<file path="src/rtl/solver_dispatch.sv">
// Multi-core nonce dispatcher: splits the nonce space across NUM_CORES solvers, sequences their reset/run, and arbitrates the first solution.
// Optional watchdog: define SOLVER_DISPATCH_TIMEOUT_EN.
module solver_dispatch #(
   parameter int          NUM_CORES     = 4,
   parameter int          NONCE_W       = 32,
   parameter int          DIV_W         = 16,
   parameter int          RST_TICKS     = 2,
   parameter logic [31:0] TIMEOUT_TICKS = 32'hFFFF_FFFF
) (
   input  logic                                               clk,
   input  logic                                               reset,
   input  logic                                               start,
   input  logic                                               abort,
   input  logic [DIV_W-1:0]                                   div_cfg,
   output logic                                               core_tick,
   output logic [NUM_CORES-1:0]                               core_rst_n,
   output logic [NUM_CORES*NONCE_W-1:0]                       core_nonce_base,
   input  logic [NUM_CORES-1:0]                               core_found,
   input  logic [NUM_CORES-1:0]                               core_done,
   input  logic [NUM_CORES*NONCE_W-1:0]                       core_nonce,
   output logic [2:0]                                         state_out,
   output logic [NONCE_W-1:0]                                 nonce_out,
   output logic [((NUM_CORES > 1) ? $clog2(NUM_CORES) : 1)-1:0] winner,
   output logic                                               timeout
);

   localparam int WIN_W = (NUM_CORES > 1) ? $clog2(NUM_CORES) : 1;
   localparam int SHIFT = NONCE_W - $clog2(NUM_CORES);
   localparam int RC_W  = (RST_TICKS > 1) ? $clog2(RST_TICKS) : 1;

   typedef enum logic [2:0] {
      ST_IDLE      = 3'b000,
      ST_RESET     = 3'b001,
      ST_RUN       = 3'b010,
      ST_EXHAUSTED = 3'b011,
      ST_FOUND     = 3'b100
   } state_t;

   state_t             state;
   logic [DIV_W-1:0]   div_cnt;
   logic [RC_W-1:0]    rst_cnt;
   logic [WIN_W-1:0]   low_idx;
   logic [NONCE_W-1:0] low_nonce;

   assign state_out = state;

   // Lowest-index found core wins the arbitration.
   always_comb begin
      low_idx = '0;
      for (int i = NUM_CORES - 1; i >= 0; i--) begin
         low_idx = core_found[i] ? WIN_W'(i) : low_idx;
      end
      low_nonce = core_nonce[int'(low_idx)*NONCE_W +: NONCE_W];
   end

`ifdef SOLVER_DISPATCH_TIMEOUT_EN
   logic [NONCE_W-1:0] to_cnt;
   logic               timeout_flag;
   assign timeout = timeout_flag;
`else
   logic unused_timeout_cfg;
   assign unused_timeout_cfg = ^TIMEOUT_TICKS;
   assign timeout = 1'b0;
`endif

   // Free-running tick divider plus the dispatcher state machine.
   always_ff @(posedge clk) begin
      if (reset) begin
         state      <= ST_IDLE;
         div_cnt    <= '0;
         core_tick  <= 1'b0;
         core_rst_n <= '0;
         nonce_out  <= '0;
         winner     <= '0;
         rst_cnt    <= '0;
`ifdef SOLVER_DISPATCH_TIMEOUT_EN
         to_cnt       <= '0;
         timeout_flag <= 1'b0;
`endif
         for (int i = 0; i < NUM_CORES; i++) begin
            core_nonce_base[i*NONCE_W +: NONCE_W] <= NONCE_W'(i) << SHIFT;
         end
      end else begin
         // >= rather than == so a shrinking div_cfg never lets the count run away.
         if (div_cnt >= div_cfg) begin
            div_cnt   <= '0;
            core_tick <= 1'b1;
         end else begin
            div_cnt   <= div_cnt + DIV_W'(1);
            core_tick <= 1'b0;
         end

         if (abort && (state != ST_IDLE)) begin
            state      <= ST_IDLE;
            core_rst_n <= '0;
         end else begin
            case (state)
               ST_IDLE, ST_FOUND, ST_EXHAUSTED: begin
                  core_rst_n <= '0;
                  if (start) begin
                     state     <= ST_RESET;
                     nonce_out <= '0;
                     winner    <= '0;
                     rst_cnt   <= '0;
`ifdef SOLVER_DISPATCH_TIMEOUT_EN
                     to_cnt       <= '0;
                     timeout_flag <= 1'b0;
`endif
                  end
               end
               ST_RESET: begin
                  if (core_tick) begin
                     if (rst_cnt == RC_W'(RST_TICKS - 1)) begin
                        state      <= ST_RUN;
                        core_rst_n <= '1;
                     end else begin
                        rst_cnt <= rst_cnt + RC_W'(1);
                     end
                  end
               end
               ST_RUN: begin
                  if (|core_found) begin
                     state      <= ST_FOUND;
                     core_rst_n <= '0;
                     winner     <= low_idx;
                     nonce_out  <= low_nonce;
                  end else if (&core_done) begin
                     state      <= ST_EXHAUSTED;
                     core_rst_n <= '0;
                  end else begin
`ifdef SOLVER_DISPATCH_TIMEOUT_EN
                     if (core_tick) begin
                        to_cnt <= to_cnt + NONCE_W'(1);
                        if ((to_cnt + NONCE_W'(1)) == NONCE_W'(TIMEOUT_TICKS)) begin
                           state        <= ST_EXHAUSTED;
                           core_rst_n   <= '0;
                           timeout_flag <= 1'b1;
                        end
                     end
`endif
                  end
               end
               default: begin
                  state      <= ST_IDLE;
                  core_rst_n <= '0;
               end
            endcase
         end
      end
   end

endmodule
</file>
<file path="config.mk">
export PLATFORM = sky130hd
export DESIGN_NAME = solver_dispatch
export DESIGN_NICKNAME = d
export VERILOG_FILES = /design/src/rtl/solver_dispatch.sv
export SDC_FILE = /design/constraint.sdc
export NUM_CORES = 1
export LEC_CHECK = 0
export CAP_MARGIN = 10
export CORE_AREA = 2 2 128 130
export CTS_BUF_LIST = sky130_fd_sc_hd__clkbuf_2
export DETAILED_ROUTE_END_ITERATION = 8
export DIE_AREA = 0 0 130 132
export PLACE_DENSITY_LB_ADDON = 0.3
export SLEW_MARGIN = 30
export SYNTH_ARGS = -nofsm -noshare
export SYNTH_HDL_FRONTEND = slang
export SYNTH_SLANG_ARGS = --single-unit
</file>
<file path="constraint.sdc">
create_clock -name clk -period 5.3 [get_ports clk]
set_input_delay 1.06 -clock clk [delete_from_list [all_inputs] [get_ports clk]]
set_output_delay 1.06 -clock clk [all_outputs]
set_load 0.01 [all_outputs]
</file>
== After elaboration in Yosys (flattened, before gate mapping) ==
Cells that the tools add are included.
Storage, ports and cells
  register bits: 59
  input bits: 156
  output and inout port bits: 171
  logic and storage cells: 61
Cells by class
  add/subtract/negate cells: 2
  magnitude comparators: 1
  equality and inequality tests: 9
  shift operators: 1
  multiplexer cells: 26
  bitwise operators: 1
  reductions and logical operators: 14
Operators with widths (number)
  indexed part select 128 x 8 -> 32 bit: 1
  two-way mux 32 bit: 2
  one-hot mux 32 bit (2 select lines): 1
  adder 16 x 1 -> 16 bit (second input constant): 1
  >= comparator 16 bit: 1
  two-way mux 4 bit: 4
  AND reduction 4 bit: 4
  two-way mux 3 bit: 5
  two-way mux 2 bit: 6
  one-hot mux 3 bit (3 select lines): 1
  inequality test 2 bit (second input constant): 4
  one-hot mux 4 bit (2 select lines): 1
  equality test 3 x 2 -> 1 bit (second input constant): 2
  two-way mux 1 bit: 4
  one-hot mux 2 bit (2 select lines): 1
  nonzero test 2 bit: 2
  OR reduction 2 bit: 2
  OR reduction 4 bit: 1
  equality test 3 x 1 -> 1 bit (second input constant): 1
  equality test 3 bit (second input constant): 1
  zero test 3 bit: 1
  inequality test 3 bit (second input constant): 1
  AND reduction 3 bit: 1
  nonzero test 3 bit: 1
  5 further kinds: 5

== Logic depth before layout (Yosys ltp) ==
  word-level depth: 7
  gate-level depth with buffers: 9

== Worst setup path before layout ==
OpenSTA, ideal clock, no wires.
  kind: input-to-reg
  start point: input port div_cfg[13]
  end point: register div_cnt[10]
  arrival: 2.912 ns
  data required time: 5.238 ns
  setup slack: 2.326 ns
  stages on the path: 9
  path buffers: 2
  cell sequence: inv_1 -> ha_1 -> a211oi_2 -> nor2_1 -> or4_1 -> or4_1 -> buf_6 -> buf_12 -> nor2_2
On the way
  word-level cells in the longest chain between the ends: 2
RTL lines
  from (decl): line 14  | input logic [DIV_W-1:0] div_cfg,
  >= comparator 16 bit: line 85  | if (div_cnt >= div_cfg) begin
  OR reduction 2 bit (no source line)
  to (signal assigned): line 89  | div_cnt <= div_cnt + DIV_W'(1);
  to (decl): line 40  | logic [DIV_W-1:0] div_cnt;
No other way between the ends.
A chain may end at the register's enable or synchronous reset.

== Worst setup path in the final report ==
  start point: input port div_cfg[0]
  end point: register div_cnt[7]
Same word-level chain as after synthesis.

==> impl_metrics.json <==
{
  "status": "finished, final reports clean",
  "final_util_pct": 39.5,
  "yosysUniqueCellTypes": 46,
  "path_max_fanout": 16,
  "finalSetupViolations": 0,
  "fp.dieH_um": 132,
  "synth_top_cells_by_area": "dfxtp_1 25%, buf_4 22%, mux2_2 16%",
  "cts_hold_buf": 0,
  "synth_area_mm2": 0.00449,
  "drt-initial-drc-count": 234,
  "post_cts_buffers": 0,
  "syn_inst": 514,
  "overflow": 0,
  "grt_pass1_vias": 3471,
  "cts-root-buf": "clkbuf_2",
  "fin_area_mm2": 0.00621,
  "via_per_inst": 4.18,
  "dieArea_mm2": 0.0172,
  "synth-seq-cells": 56,
  "drtPass1Iterations": 5,
  "place_area_mm2": 0.00614,
  "start_kind": "input port",
  "skew_ns": 0.0234,
  "rsz0062_at_grt": "no",
  "initial_core_util_pct": 28.6,
  "drt.antenna.violating_nets": 0,
  "cts_sinks": 56,
  "die_w_um": 130,
  "gp_congestion": 0.746,
  "finalSetupTns_ns": 0,
  "post_cts_resized": 0,
  "p_leak_nw": 2.48,
  "areaGrowthSynthToFinish_pct": 38.1,
  "grt_pass1_wl_um": 18800,
  "hold_viol": 0,
  "groute.usage.overall_pct": 13.9,
  "layout_commonest_cell": "clkdlybuf4s50_1",
  "synth_edf_count": 0,
  "layout_common_cells": "196 x clkdlybuf4s50_1, 129 x conb_1, 64 x mux2_2, 56 x dfxtp_1, 55 x nor2_1",
  "drt_wl_total_um": 12900,
  "peakVddDrop_uv": 84.9,
  "fmax_mhz": 306,
  "setup_slack_ns": 2.03,
  "drive_gt1_share_pct": 13.6,
  "powerDensity_mw_per_mm2": 148,
  "wl_per_cell_um": 14.3,
  "grt_max_degree": 64,
  "worst_slew_pin_slew_ns": 0.779,
  "fp.coreArea_mm2": 0.0157,
  "critPathCaptureType": "flip-flop",
  "dp_slack_ns": 1.50,
  "synth_warnings": 0,
  "antenna_found_initial": 0,
  "clkTransAtPathRegs_ns": 0.28,
  "ys_seq_area_share_pct": 24.9,
  "io_buffers": 197,
  "hold-worst-slack_ns": 0.477,
  "layout_min_cycle_time_ns": 3.27,
  "period_share_pct": 61.6,
  "cap_violations": 0,
  "cts_tree": "built",
  "clock_latency_ns": 0.46,
  "cp.arrival_ns": 3.66,
  "synth_ff_type": "dfxtp_1",
  "io_pins": 327,
  "post-dp-hpwl_um": 10100,
  "yosys.area.top_type": "dfxtp_1",
  "slew_headroom_pct": 48.1,
  "layout.nets": 863,
  "cts_buffer_depth": 2,
  "n_fill_cell": 1647,
  "numCtsBuffers": 5,
  "yosys.area.top_type_share_pct": 24.9,
  "ys_async_sr_fraction_pct": 0,
  "worstPathRequired_ns": 5.70,
  "antenna_cells": 0,
  "rows": 46,
  "avgSynthCellArea_um2": 8.74,
  "hold_path_class": "reg -> reg",
  "slew_violations": 0,
  "critical_path_class": "in -> reg",
  "htree_levels": 2,
  "drc": 0,
  "routed-via-count": 3789
}
through the flow:
| step | instances | total power, W |
|---|---|---|
| 2_1_floorplan | 641 | 0.000637 |
| 3_3_place_gp | 899 | 0.000704 |
| 3_5_place_dp | 899 | 0.000703 |
| 4_1_cts | 907 | 0.000940 |
| 5_1_grt | 907 | 0.000976 |
| 6_report | 907 | 0.000920 |
final cells by class:
cell class	count	area, um2	share of cell area, %
Clock buffer	5	25.0	0.403
Clock inverter	3	42.5	0.685
Inverter	21	78.8	1.27
Multi-Input combinational cell	405	2660	42.9
Sequential cell	56	1120	18.1
Tap cell	216	270	4.35
Timing Repair Buffer	201	2010	32.4
state kept, by name, summed over array words and instances, names as in the netlist:
signal and cells:
core_rst_n 1, rst_cnt 1, state_out 3, winner 2, nonce_out 32, core_tick 1, div_cnt 16
layer usage:
metal / GRT usage [%] / part of all wire (%)
met1: 17.9 / 42
met2: 23.0 / 47
met3: 4.55 / 10
met4: 1.97 / 0.43
met5: 0 / 0
synthesized netlist by cell type (9+ instances only):
| library cell | instances |
|---|---|
| dfxtp_1 | 56 |
| buf_4 | 132 |
| nor2_2 | 9 |
| a21oi_1 | 12 |
| inv_1 | 21 |
| nor2_1 | 56 |
| clkbuf_1 | 20 |
| a222oi_1 | 32 |
| nand2_1 | 9 |
| mux2_2 | 64 |
| ha_1 | 17 |
| nor3_1 | 11 |
critical path: stages:
cell and delay, ns:
clkdlybuf4s50_1 0.41, ha_1 0.28, nand2b_1 0.14, a2111oi_0 0.57
nor4_1 0.12, or4_1 0.87, nor2_1 0.21
worst paths after layout:
check | from | end | slack (ns) | depth (start not counted)
hold / removal | winner[1] | winner[1] | 0.48 | 2
hold reg to reg | winner[1] | winner[1] | 0.48 | 2
setup reg to reg | div_cnt[0] | div_cnt[7] | 2.54 | 7
setup / recovery | div_cfg[0] | div_cnt[7] | 2.03 | 7
logic make-up (layout without fill, tap and decap cells):
logic type                 Yosys count  in the layout  synth area share [%]
buffers and inverters              180            230                  26.7
and+or+nand+nor                    122            122                  13.8
muxes                               64             64                  16.0
AOI/OAI and AO/OA                   59             59                  10.9
DFF                                 56             56                  24.9
adders and majority gates           17             17                  4.73
xor gates and xnor gates            14             14                  2.73
other                                2            129                 0.167
power by group:
part,switching [W],internal [W]
clock,0.000143,0.0000793
sequential,0.00000503,0.000426
combinational,0.000116,0.000151
total,0.000264,0.000656
Note: power is estimated with default switching activity, not from simulation.
